### config.mk
export PLATFORM = sky130hd
export DESIGN_NAME = wdt_reg_bank_mc
export DESIGN_NICKNAME = d
export VERILOG_FILES = /design/src/rtl/wdt_pkg.sv /design/src/rtl/wdt_channel.sv /design/src/rtl/wdt_reg_bank_mc.sv
export SDC_FILE = /design/constraint.sdc
export NUM_CORES = 1
export LEC_CHECK = 0
export ABC_AREA = 1
export ABC_CLOCK_PERIOD_IN_PS = 2220
export CORE_MARGIN = 5
export CORE_UTILIZATION = 35
export CTS_CLUSTER_SIZE = 16
export DETAILED_ROUTE_END_ITERATION = 7
export GPL_TIMING_DRIVEN = 0
export PLACE_DENSITY_LB_ADDON = 0.12
export SLEW_MARGIN = 20
export SYNTH_ARGS = -nofsm -noshare
export SYNTH_HDL_FRONTEND = slang
export SYNTH_SLANG_ARGS = --single-unit
### constraint.sdc
create_clock -name pclk -period 2.22 [get_ports pclk]
set_input_delay 0.333 -clock pclk [delete_from_list [all_inputs] [get_ports pclk]]
set_output_delay 0.333 -clock pclk [all_outputs]
set_load 0.02 [all_outputs]
### src/rtl/wdt_pkg.sv
// ============================================================================
// Module      : wdt_pkg
// Description : Shared register offsets, bit positions and types for the
//               multi-channel watchdog register bank.
// Revision    : 1.0 - initial release
// ============================================================================
`default_nettype none

package wdt_pkg;

    localparam logic [11:0] OFS_LOAD  = 12'h000;
    localparam logic [11:0] OFS_VALUE = 12'h004;
    localparam logic [11:0] OFS_CTL   = 12'h008;
    localparam logic [11:0] OFS_ICR   = 12'h00C;
    localparam logic [11:0] OFS_RIS   = 12'h400;
    localparam logic [11:0] OFS_MIS   = 12'h404;
    localparam logic [11:0] OFS_TEST  = 12'h418;
    localparam logic [11:0] OFS_CAUSE = 12'h41C;
    localparam logic [11:0] OFS_LOCK  = 12'hC00;
    localparam logic [11:0] CH_STRIDE = 12'h020;

    localparam logic [31:0] DEFAULT_LOCK_KEY = 32'h1ACC_E551;

    localparam int CTL_INTEN_BIT  = 0;
    localparam int CTL_RESEN_BIT  = 1;
    localparam int TEST_TEST_BIT  = 0;
    localparam int TEST_STALL_BIT = 8;

    typedef struct packed {
        logic resen;
        logic inten;
    } ctl_t;

endpackage

`default_nettype wire

### src/rtl/wdt_channel.sv
// ============================================================================
// Module      : wdt_channel
// Description : One watchdog channel: down-counter, LOAD, CTL and raw
//               interrupt status.
// Revision    : 1.0 - initial release
// ============================================================================
`default_nettype none

module wdt_channel
    import wdt_pkg::*;
#(
    parameter int CNT_W = 32
) (
    input  logic             pclk,
    input  logic             presetn,
    input  logic             tick_run,
    input  logic             load_we,
    input  logic             ctl_we,
    input  logic             icr_we,
    input  logic [CNT_W-1:0] wdata,
    output logic [CNT_W-1:0] value,
    output logic [CNT_W-1:0] load,
    output ctl_t             ctl,
    output logic             ris,
    output logic             timeout,
    output logic             rst_req
);

    logic [CNT_W-1:0] r_count;
    logic [CNT_W-1:0] r_load;
    ctl_t             r_ctl;
    logic             r_ris;
    logic             w_count_en;
    logic             w_timeout;

    assign w_count_en = r_ctl.inten & tick_run;
    // A LOAD write in the same cycle pre-empts the timeout entirely.
    assign w_timeout  = w_count_en & (r_count == '0) & ~load_we;

    always_ff @(posedge pclk) begin
        if (!presetn) begin
            r_count <= '1;
            r_load  <= '1;
            r_ctl   <= '0;
            r_ris   <= 1'b0;
        end else begin
            if (load_we) begin
                r_load  <= wdata;
                r_count <= wdata;
            end else if (w_timeout) begin
                r_count <= r_load;
            end else if (w_count_en) begin
                r_count <= r_count - 1'b1;
            end

            if (ctl_we) begin
                r_ctl.inten <= r_ctl.inten | wdata[CTL_INTEN_BIT];
                r_ctl.resen <= wdata[CTL_RESEN_BIT];
            end

            if (w_timeout) begin
                r_ris <= 1'b1;
            end else if (load_we || icr_we) begin
                r_ris <= 1'b0;
            end
        end
    end

    assign value   = r_count;
    assign load    = r_load;
    assign ctl     = r_ctl;
    assign ris     = r_ris;
    assign timeout = w_timeout;
    // Armed level: the next timeout of this channel requests a system reset.
    assign rst_req = r_ris & r_ctl.resen;

endmodule

`default_nettype wire

### src/rtl/wdt_reg_bank_mc.sv
// ============================================================================
// Module      : wdt_reg_bank_mc
// Description : Multi-channel watchdog register bank with lock key, TEST/STALL
//               control and reset cause. Optional macro: WDT_SLVERR_EN.
// Revision    : 1.0 - initial release
// ============================================================================
`default_nettype none

module wdt_reg_bank_mc
    import wdt_pkg::*;
#(
    parameter int          NUM_CH   = 4,
    parameter int          CNT_W    = 32,
    parameter logic [31:0] LOCK_KEY = DEFAULT_LOCK_KEY
) (
    input  logic              pclk,
    input  logic              presetn,
    input  logic              wr_en,
    input  logic              rd_en,
    input  logic [11:0]       paddr,
    input  logic [31:0]       pwdata,
    input  logic              tick,
    input  logic              dbg_halt,
    output logic [31:0]       prdata,
    output logic [NUM_CH-1:0] irq,
    output logic              wdt_rst,
    output logic              lock
`ifdef WDT_SLVERR_EN
    ,
    output logic              pslverr
`endif
);

    logic [CNT_W-1:0]  w_value [NUM_CH];
    logic [CNT_W-1:0]  w_load  [NUM_CH];
    ctl_t              w_ctl   [NUM_CH];
    logic [NUM_CH-1:0] w_ris;
    logic [NUM_CH-1:0] w_inten;
    logic [NUM_CH-1:0] w_timeout;
    logic [NUM_CH-1:0] w_rst_arm;
    logic [NUM_CH-1:0] w_rst_fire;
    logic [NUM_CH-1:0] w_sel_load;
    logic [NUM_CH-1:0] w_sel_value;
    logic [NUM_CH-1:0] w_sel_ctl;
    logic [NUM_CH-1:0] w_sel_icr;
    logic [NUM_CH-1:0] w_load_we;
    logic [NUM_CH-1:0] w_ctl_we;
    logic [NUM_CH-1:0] w_icr_we;
    logic              w_sel_ris;
    logic              w_sel_mis;
    logic              w_sel_test;
    logic              w_sel_cause;
    logic              w_sel_lock;
    logic              w_tick_run;
    logic [31:0]       w_test_rd;

    logic              r_test;
    logic              r_stall;
    logic              r_lock;
    logic [NUM_CH-1:0] r_cause;
    logic              r_wdt_rst;

    always_comb begin
        w_sel_load  = '0;
        w_sel_value = '0;
        w_sel_ctl   = '0;
        w_sel_icr   = '0;
        for (int ch = 0; ch < NUM_CH; ch++) begin
            w_sel_load[ch]  = (paddr == 12'(ch) * CH_STRIDE + OFS_LOAD);
            w_sel_value[ch] = (paddr == 12'(ch) * CH_STRIDE + OFS_VALUE);
            w_sel_ctl[ch]   = (paddr == 12'(ch) * CH_STRIDE + OFS_CTL);
            w_sel_icr[ch]   = (paddr == 12'(ch) * CH_STRIDE + OFS_ICR);
        end
    end

    assign w_sel_ris   = (paddr == OFS_RIS);
    assign w_sel_mis   = (paddr == OFS_MIS);
    assign w_sel_test  = (paddr == OFS_TEST);
    assign w_sel_cause = (paddr == OFS_CAUSE);
    assign w_sel_lock  = (paddr == OFS_LOCK);

    assign w_load_we  = w_sel_load & {NUM_CH{wr_en & ~r_lock}};
    assign w_ctl_we   = w_sel_ctl  & {NUM_CH{wr_en & ~r_lock}};
    assign w_icr_we   = w_sel_icr  & {NUM_CH{wr_en & ~r_lock}};
    assign w_tick_run = tick & ~(r_stall & dbg_halt);

    for (genvar g = 0; g < NUM_CH; g++) begin : g_ch
        wdt_channel #(
            .CNT_W (CNT_W)
        ) u_ch (
            .pclk     (pclk),
            .presetn  (presetn),
            .tick_run (w_tick_run),
            .load_we  (w_load_we[g]),
            .ctl_we   (w_ctl_we[g]),
            .icr_we   (w_icr_we[g]),
            .wdata    (pwdata[CNT_W-1:0]),
            .value    (w_value[g]),
            .load     (w_load[g]),
            .ctl      (w_ctl[g]),
            .ris      (w_ris[g]),
            .timeout  (w_timeout[g]),
            .rst_req  (w_rst_arm[g])
        );
        assign w_inten[g] = w_ctl[g].inten;
    end

    // TEST mode keeps the interrupt path alive but blocks the reset request.
    assign w_rst_fire = w_timeout & w_rst_arm & {NUM_CH{~r_test}};

    always_ff @(posedge pclk) begin
        if (!presetn) begin
            r_test    <= 1'b0;
            r_stall   <= 1'b0;
            r_lock    <= 1'b0;
            r_cause   <= '0;
            r_wdt_rst <= 1'b0;
        end else begin
            if (wr_en && w_sel_test) begin
                r_test <= pwdata[TEST_TEST_BIT];
                if (!r_lock) begin
                    r_stall <= pwdata[TEST_STALL_BIT];
                end
            end
            if (wr_en && w_sel_lock) begin
                r_lock <= (pwdata != LOCK_KEY);
            end
            r_cause   <= r_cause | w_rst_fire;
            r_wdt_rst <= |w_rst_fire;
        end
    end

    always_comb begin
        w_test_rd                 = '0;
        w_test_rd[TEST_TEST_BIT]  = r_test;
        w_test_rd[TEST_STALL_BIT] = r_stall;
    end

    always_comb begin
        prdata = '0;
        if (rd_en) begin
            for (int ch = 0; ch < NUM_CH; ch++) begin
                if (w_sel_load[ch])  prdata = 32'(w_load[ch]);
                if (w_sel_value[ch]) prdata = 32'(w_value[ch]);
                if (w_sel_ctl[ch])   prdata = 32'({w_ctl[ch].resen, w_ctl[ch].inten});
            end
            if (w_sel_ris)   prdata = 32'(w_ris);
            if (w_sel_mis)   prdata = 32'(w_ris & w_inten);
            if (w_sel_test)  prdata = w_test_rd;
            if (w_sel_cause) prdata = 32'(r_cause);
            if (w_sel_lock)  prdata = {31'b0, r_lock};
        end
    end

`ifdef WDT_SLVERR_EN
    logic w_mapped;
    logic w_ro_wr;
    logic w_locked_wr;

    assign w_mapped    = |{w_sel_load, w_sel_value, w_sel_ctl, w_sel_icr,
                           w_sel_ris, w_sel_mis, w_sel_test, w_sel_cause, w_sel_lock};
    assign w_ro_wr     = wr_en & (|w_sel_value | w_sel_ris | w_sel_mis | w_sel_cause);
    assign w_locked_wr = wr_en & r_lock & |{w_sel_load, w_sel_ctl, w_sel_icr};
    assign pslverr     = ((wr_en | rd_en) & ~w_mapped) | w_ro_wr | w_locked_wr;
`endif

    assign irq     = w_ris & w_inten;
    assign wdt_rst = r_wdt_rst;
    assign lock    = r_lock;

endmodule

`default_nettype wire

# == Word level (Yosys, flattened, before mapping) ==
# Index checks and enable logic that the tools add are counted.
# totals
ff_bits,276
latchBits,0
mem_bits_rw,0
rom_bits,0
input_bits,50
out_inout_bits,38
word_cells,147
memories,0
# classes
n_addsub,4
multipliers,0
div,0
order_cmp,0
eq_ne,21
shifts,0
n_mux,38
bitwise,38
n_reduce_logical,21
# ops
operator,count
2-to-1 mux 32 bit,30
zero test 32 bit,4
subtractor 32 x 1 -> 32 bit (second input constant),4
equality test 12 x 7 -> 1 bit (second input constant),8
equality test 12 x 11 -> 1 bit (second input constant),4
equality test 12 x 6 -> 1 bit (second input constant),4
!= test 32 x 29 -> 1 bit (second input constant),1
bitwise AND 4 bit,7
equality test 12 x 4 -> 1 bit (second input constant),2
bitwise AND 1 bit,19
equality test 12 bit (second input constant),1
equality test 12 x 3 -> 1 bit (second input constant),1
zero test 12 bit,1
nonzero test 3 bit,4
2-to-1 mux 1 bit,8
nonzero test 2 bit,4
NOT 1 bit,7
logical OR 1 bit,4
OR 1 bit,4
OR 4 bit,1
OR reduction 4 bit,1
logical AND 1 bit,2
AND reduction 2 bit,1

# == Depth between registers and ports, before layout ==
# depth
depth_word,19
depth_mapped,23
depth_no_buf,23

# == Hierarchy ==
# From an unflattened synthesis, not the netlist that was laid out.
# unflattened
hier_cells,2896
area_unflattened_um2,18019.8
# by_module_without_submodules
mod,n_inst,cells_each,area_each_um2,seq_area_each_um2
wdt_channel,4,559,3669.8,1341.3
wdt_reg_bank_mc,1,660,3340.7,160.2

# == Least setup slack after synthesis ==
# Ideal clock, no wire load.
# synth_timing
path_kind,input port to output port
startpoint,in paddr[0]
endpoint,out prdata[16]
arrival_ns,2.132
required_time_ns,1.887
path_slack_ns,-0.245
cell_stages,13
path_buffers,2
cell_sequence,inv_1 -> nand2_1 -> nor2_1 -> nand2_4 -> inv_1 -> nand2_1 -> buf_2 -> clkbuf_2 -> o21ai_0 -> o221ai_1 -> o211ai_1 -> o211ai_1 -> a21oi_1
# synth_between
elab_chain_cells,19
word_cells_on_any_way,35
classes_between,eq/ne: 16; mux: 18; reduce/logical: 1
# synth_lines
item,line,rtl
from (decl),wdt_reg_bank_mc.sv:20,"input logic [11:0] paddr,"
zero test 12 bit,wdt_reg_bank_mc.sv:69,w_sel_load[ch] = (paddr == 12'(ch) * CH_STRIDE + OFS_LOAD);
2-to-1 mux 32 bit,wdt_reg_bank_mc.sv:143,if (w_sel_load[ch]) prdata = 32'(w_load[ch]);
2-to-1 mux 32 bit,wdt_reg_bank_mc.sv:144,if (w_sel_value[ch]) prdata = 32'(w_value[ch]);
2-to-1 mux 32 bit,wdt_reg_bank_mc.sv:145,"if (w_sel_ctl[ch]) prdata = 32'({w_ctl[ch].resen, w_ctl[ch].inten});"
2-to-1 mux 32 bit,wdt_reg_bank_mc.sv:143,
2-to-1 mux 32 bit,wdt_reg_bank_mc.sv:144,
2-to-1 mux 32 bit,wdt_reg_bank_mc.sv:145,
2-to-1 mux 32 bit,wdt_reg_bank_mc.sv:143,
(+3 left out),--,
2-to-1 mux 32 bit,wdt_reg_bank_mc.sv:144,
2-to-1 mux 32 bit,wdt_reg_bank_mc.sv:145,
2-to-1 mux 32 bit,wdt_reg_bank_mc.sv:147,if (w_sel_ris) prdata = 32'(w_ris);
2-to-1 mux 32 bit,wdt_reg_bank_mc.sv:148,if (w_sel_mis) prdata = 32'(w_ris & w_inten);
2-to-1 mux 32 bit,wdt_reg_bank_mc.sv:149,if (w_sel_test) prdata = w_test_rd;
2-to-1 mux 32 bit,wdt_reg_bank_mc.sv:150,if (w_sel_cause) prdata = 32'(r_cause);
2-to-1 mux 32 bit (*),wdt_reg_bank_mc.sv:151,"if (w_sel_lock) prdata = {31'b0, r_lock};"
2-to-1 mux 32 bit (*),wdt_reg_bank_mc.sv:141,if (rd_en) begin
to (decl),wdt_reg_bank_mc.sv:24,"output logic [31:0] prdata,"
# Every way passes the cells marked *; elsewhere a longest branch is shown, timed or not.

# == Worst setup path in the final report ==
# layout_timing
startpoint,in paddr[8]
endpoint,out prdata[6]
# Same word-level chain as after synthesis.

==> results.cfg <==
[yosys]
synthArstFlopShare = 0
ys.flop_type = dfxtp_1
syn_nets = 2466
ys_ff_latch = 276
synthCells = 2412
ys_types = 56
synth_edf_count = 0
seq_area_frac_synth = 0.330
avgSynthCellArea_um2 = 6.95
yosysWarnings = 0
synth_area_um2 = 16800

[run_status]
violations = setup timing
status = complete, but fails checks

[clock_tree]
clk_latency_ns = 0.57
cts_buffers = 37
cts_sinks = 276
htree_levels = 2
cts_tree = built
clock_path_buffers = 3
cts.root.buffer_cell = clkbuf_16
cts_hold_buf = 0
clk_pin_slew_ns = 0.05

[routing]
ant_nets = 0
wl_per_cell_um = 25.9
first_pass_iters = 8
vias = 20300
drt-initial-drc-count = 2364
wl_um = 88300
route.detailed.drc = 0
viasPerCell = 5.97

[critical_path]
cp_common_cell = buf_6
worstPathCellList = buf_6, nor2_4, nand2_4, nor3_4, buf_6, buf_6, nand2_8, clkbuf_16, buf_4, clkbuf_16, o211ai_1, o211ai_1, o211ai_1, a21oi_2, buf_6
critPathKind = primary input to primary output
max_stage_delay_ns = 0.35
worst-path-max-fanout = 7
worstPathArrival_ns = 2.54
end_kind = primary output
crit_buf_inv = 7
crit_family = buffers and inverters
slowest_stage = o211ai_1
crit_required_ns = 1.89
start_kind = primary input
r2r_slack_ns = -0.19

[die]
core-area_um2 = 47500
die_h_um = 229
initial_utilization = 0.352
dieWidth_um = 229
num_io_pins = 88
num_rows = 80
die_area_um2 = 52300

[global_routing]
grt-ovfl-total = 0
grt_pass1_vias = 18800
grt_max_degree = 12
antenna_found_initial = 3
grt_pass1_wl_um = 124000
grt_use_total = 0.312

[sta]
hold_slack_ns = 0.306
post-route-period-util = 1.30
slew_viol_final = 0
fin_ws_ns = -0.655
fin_skew_ns = 0.0254
finalSetupViolCount = 92
layout_min_cycle_time_ns = 2.88
max_freq_ghz = 0.348
hold_viol_final = 0
rsz0062_at_grt = true
max-slew-margin-rel = 0.287
tightestPinTransition_ns = 1.07

[placement]
gp_congestion = 0.978
portBuffers = 86
place_area_um2 = 18600
dp_hpwl_um = 61100
dp.cells = 3113

[final_layout]
seq_area_um2 = 5600
fillers = 4485
areaGrowthSynthToFinish_pct = 50.0
layout-drive-gt1-share = 0.336
stdcell_area_um2 = 25100
layout.nets = 2817
multi_input_area_um2 = 11900
finalNonFillerCells = 3403

[flow_run]
maxCapViolCount = 0

[hold_path]
holdCritPathClass = primary input to flop

[pwr]
leakagePower_nw = 11.3
p_per_area_nw_per_um2 = 462
ir_drop_uv = 519
[where the power goes]
part           switching [mW]  internal, mW
Combinational           0.438         0.190
Clock                    2.51          3.52
Sequential            0.00673          4.94
Total                    2.95          8.66
[sequential cells by signal, indices dropped and copies added (netlist names)]
register,cells
g_ch.u_ch.load,128
g_ch.u_ch.value,128
g_ch.u_ch.ctl,8
g_ch.u_ch.ris,4
r_cause,4
lock,1
r_stall,1
r_test,1
wdt_rst,1
[cells by family (layout without fill, tap and decap cells)]
| family | Yosys count | in the layout | synth area share |
|---|---|---|---|
| flops | 276 | 276 | 0.330 |
| buf+inv | 496 | 869 | 0.115 |
| xor+xnor | 84 | 84 | 0.0439 |
| fa+ha+maj | 4 | 4 | 0.00299 |
| simple gates | 726 | 728 | 0.206 |
| other cells | 0 | 1 | 0 |
| compound gates | 826 | 826 | 0.302 |
[cells in the final DEF, fill, tap and decap left out, types with 16 or more instances in the layout]
cell type        instances
dfxtp_1                243
o2111ai_1               18
a21oi_1                131
o22ai_4                 20
nor2_4                  60
o211ai_1               137
clkbuf_8                16
buf_12                  20
clkdlybuf4s50_1         42
nand2_2                 44
inv_2                   39
o221ai_2                18
xnor2_1                 18
inv_4                   18
o221ai_1                28
nand2_1                252
a21o_1                  17
clkbuf_2                32
inv_1                  297
nor2_2                  27
xor2_1                  65
buf_6                   62
o21ai_0                171
clkbuf_16               56
o21ai_2                 46
nor3_4                  21
o21ai_1                 86
a21oi_2                 40
o21bai_1                42
nor2_1                 113
nand3_1                 78
nand3_2                 16
o221ai_4                22
nand4_1                 23
clkbuf_1                35
nand2_4                 26
dfxtp_2                 21
buf_4                  184
[stage by stage]
stage | setup TNS (ns) | power (mW) | util | setup slack (ns)
5_1_grt | -29.92 | 11.8 | 0.529 | -0.675
2_1_floorplan | -0.163 | 5.28 | - | -0.0247
6_report | -20.33 | 11.6 | 0.529 | -0.655
4_1_cts | -19.55 | 11.6 | 0.485 | -0.585
3_3_place_gp | -281.84 | 5.60 | 0.391 | -2.37
3_5_place_dp | -281.47 | 5.60 | 0.391 | -2.40
[worst reg2reg max path, stage by stage, from the launching register on]
cell and delay [ns]:
dfxtp_2 0.32, inv_2 0.08, nand2_2 0.07, nor2_2 0.13, nand2_2 0.10, nor2_4 0.12
nand4_2 0.10, nor2_2 0.12, nand4_1 0.10, nor2_2 0.13, nand4_1 0.18, or2_4 0.33
nor2_4 0.19, buf_12 0.17, nand2_4 0.05, nand3_2 0.06, nand2_1 0.05, nand3_1 0.07
[cell usage after synthesis, types with 16 or more instances]
cell type / count / area [um^2]
o2111ai_1: 22 / 193
nand4_1: 23 / 144
o221ai_1: 68 / 596
o22ai_1: 30 / 188
nor2_1: 174 / 653
o21ai_1: 36 / 180
inv_1: 337 / 1260
nand3_1: 95 / 475
xnor2_1: 18 / 158
o21ai_0: 279 / 1400
o211ai_1: 137 / 1030
nor3_1: 27 / 135
a21oi_1: 174 / 871
clkbuf_1: 86 / 323
buf_2: 25 / 125
o21bai_1: 43 / 323
xor2_1: 66 / 578
a21o_1: 17 / 128
nor4_1: 16 / 100
inv_2: 26 / 97.6
nor2_2: 16 / 100
nand2_1: 313 / 1170
dfxtp_1: 276 / 5530
[worst paths after layout]
check                        start               endpoint  cells after the start
max                       paddr[8]              prdata[6]                     15
min                        presetn  g_ch[3].u_ch.load[23]                      3
max reg2reg  g_ch[0].u_ch.value[5]  g_ch[0].u_ch.value[6]                     17
min reg2reg             r_cause[2]             r_cause[2]                      2
[layer usage]
layer  part of all wire  GRT usage  up-vias  routed length, um
li1                   -          -     9047                  -
met1               0.41      0.420     9846              35800
met2               0.43      0.470     1161              38000
met3               0.11     0.0758      243               9770
met4              0.053      0.148        4               4670
met5            0.00034          0        -                 30
[cell type report]
cell class,count,area share
antenna,1,0.0000995
buffer,127,0.0434
clock buffer,56,0.0453
clock inverter,7,0.00154
inverter,368,0.0604
multi-input combinational,1642,0.473
sequential,276,0.223
tap,615,0.0306
timing repair buffer,310,0.123
timing repair inverter,1,0.000199
[repair_timing]
item,4_1_cts,5_1_grt
gates resized for setup,767,406
hold endpoints to repair,0,0
cloned,12,10
setup endpoints to repair,259,221
pin swaps,170,196
setup buffers,118,90
Power figures use the tool's default switching activity.
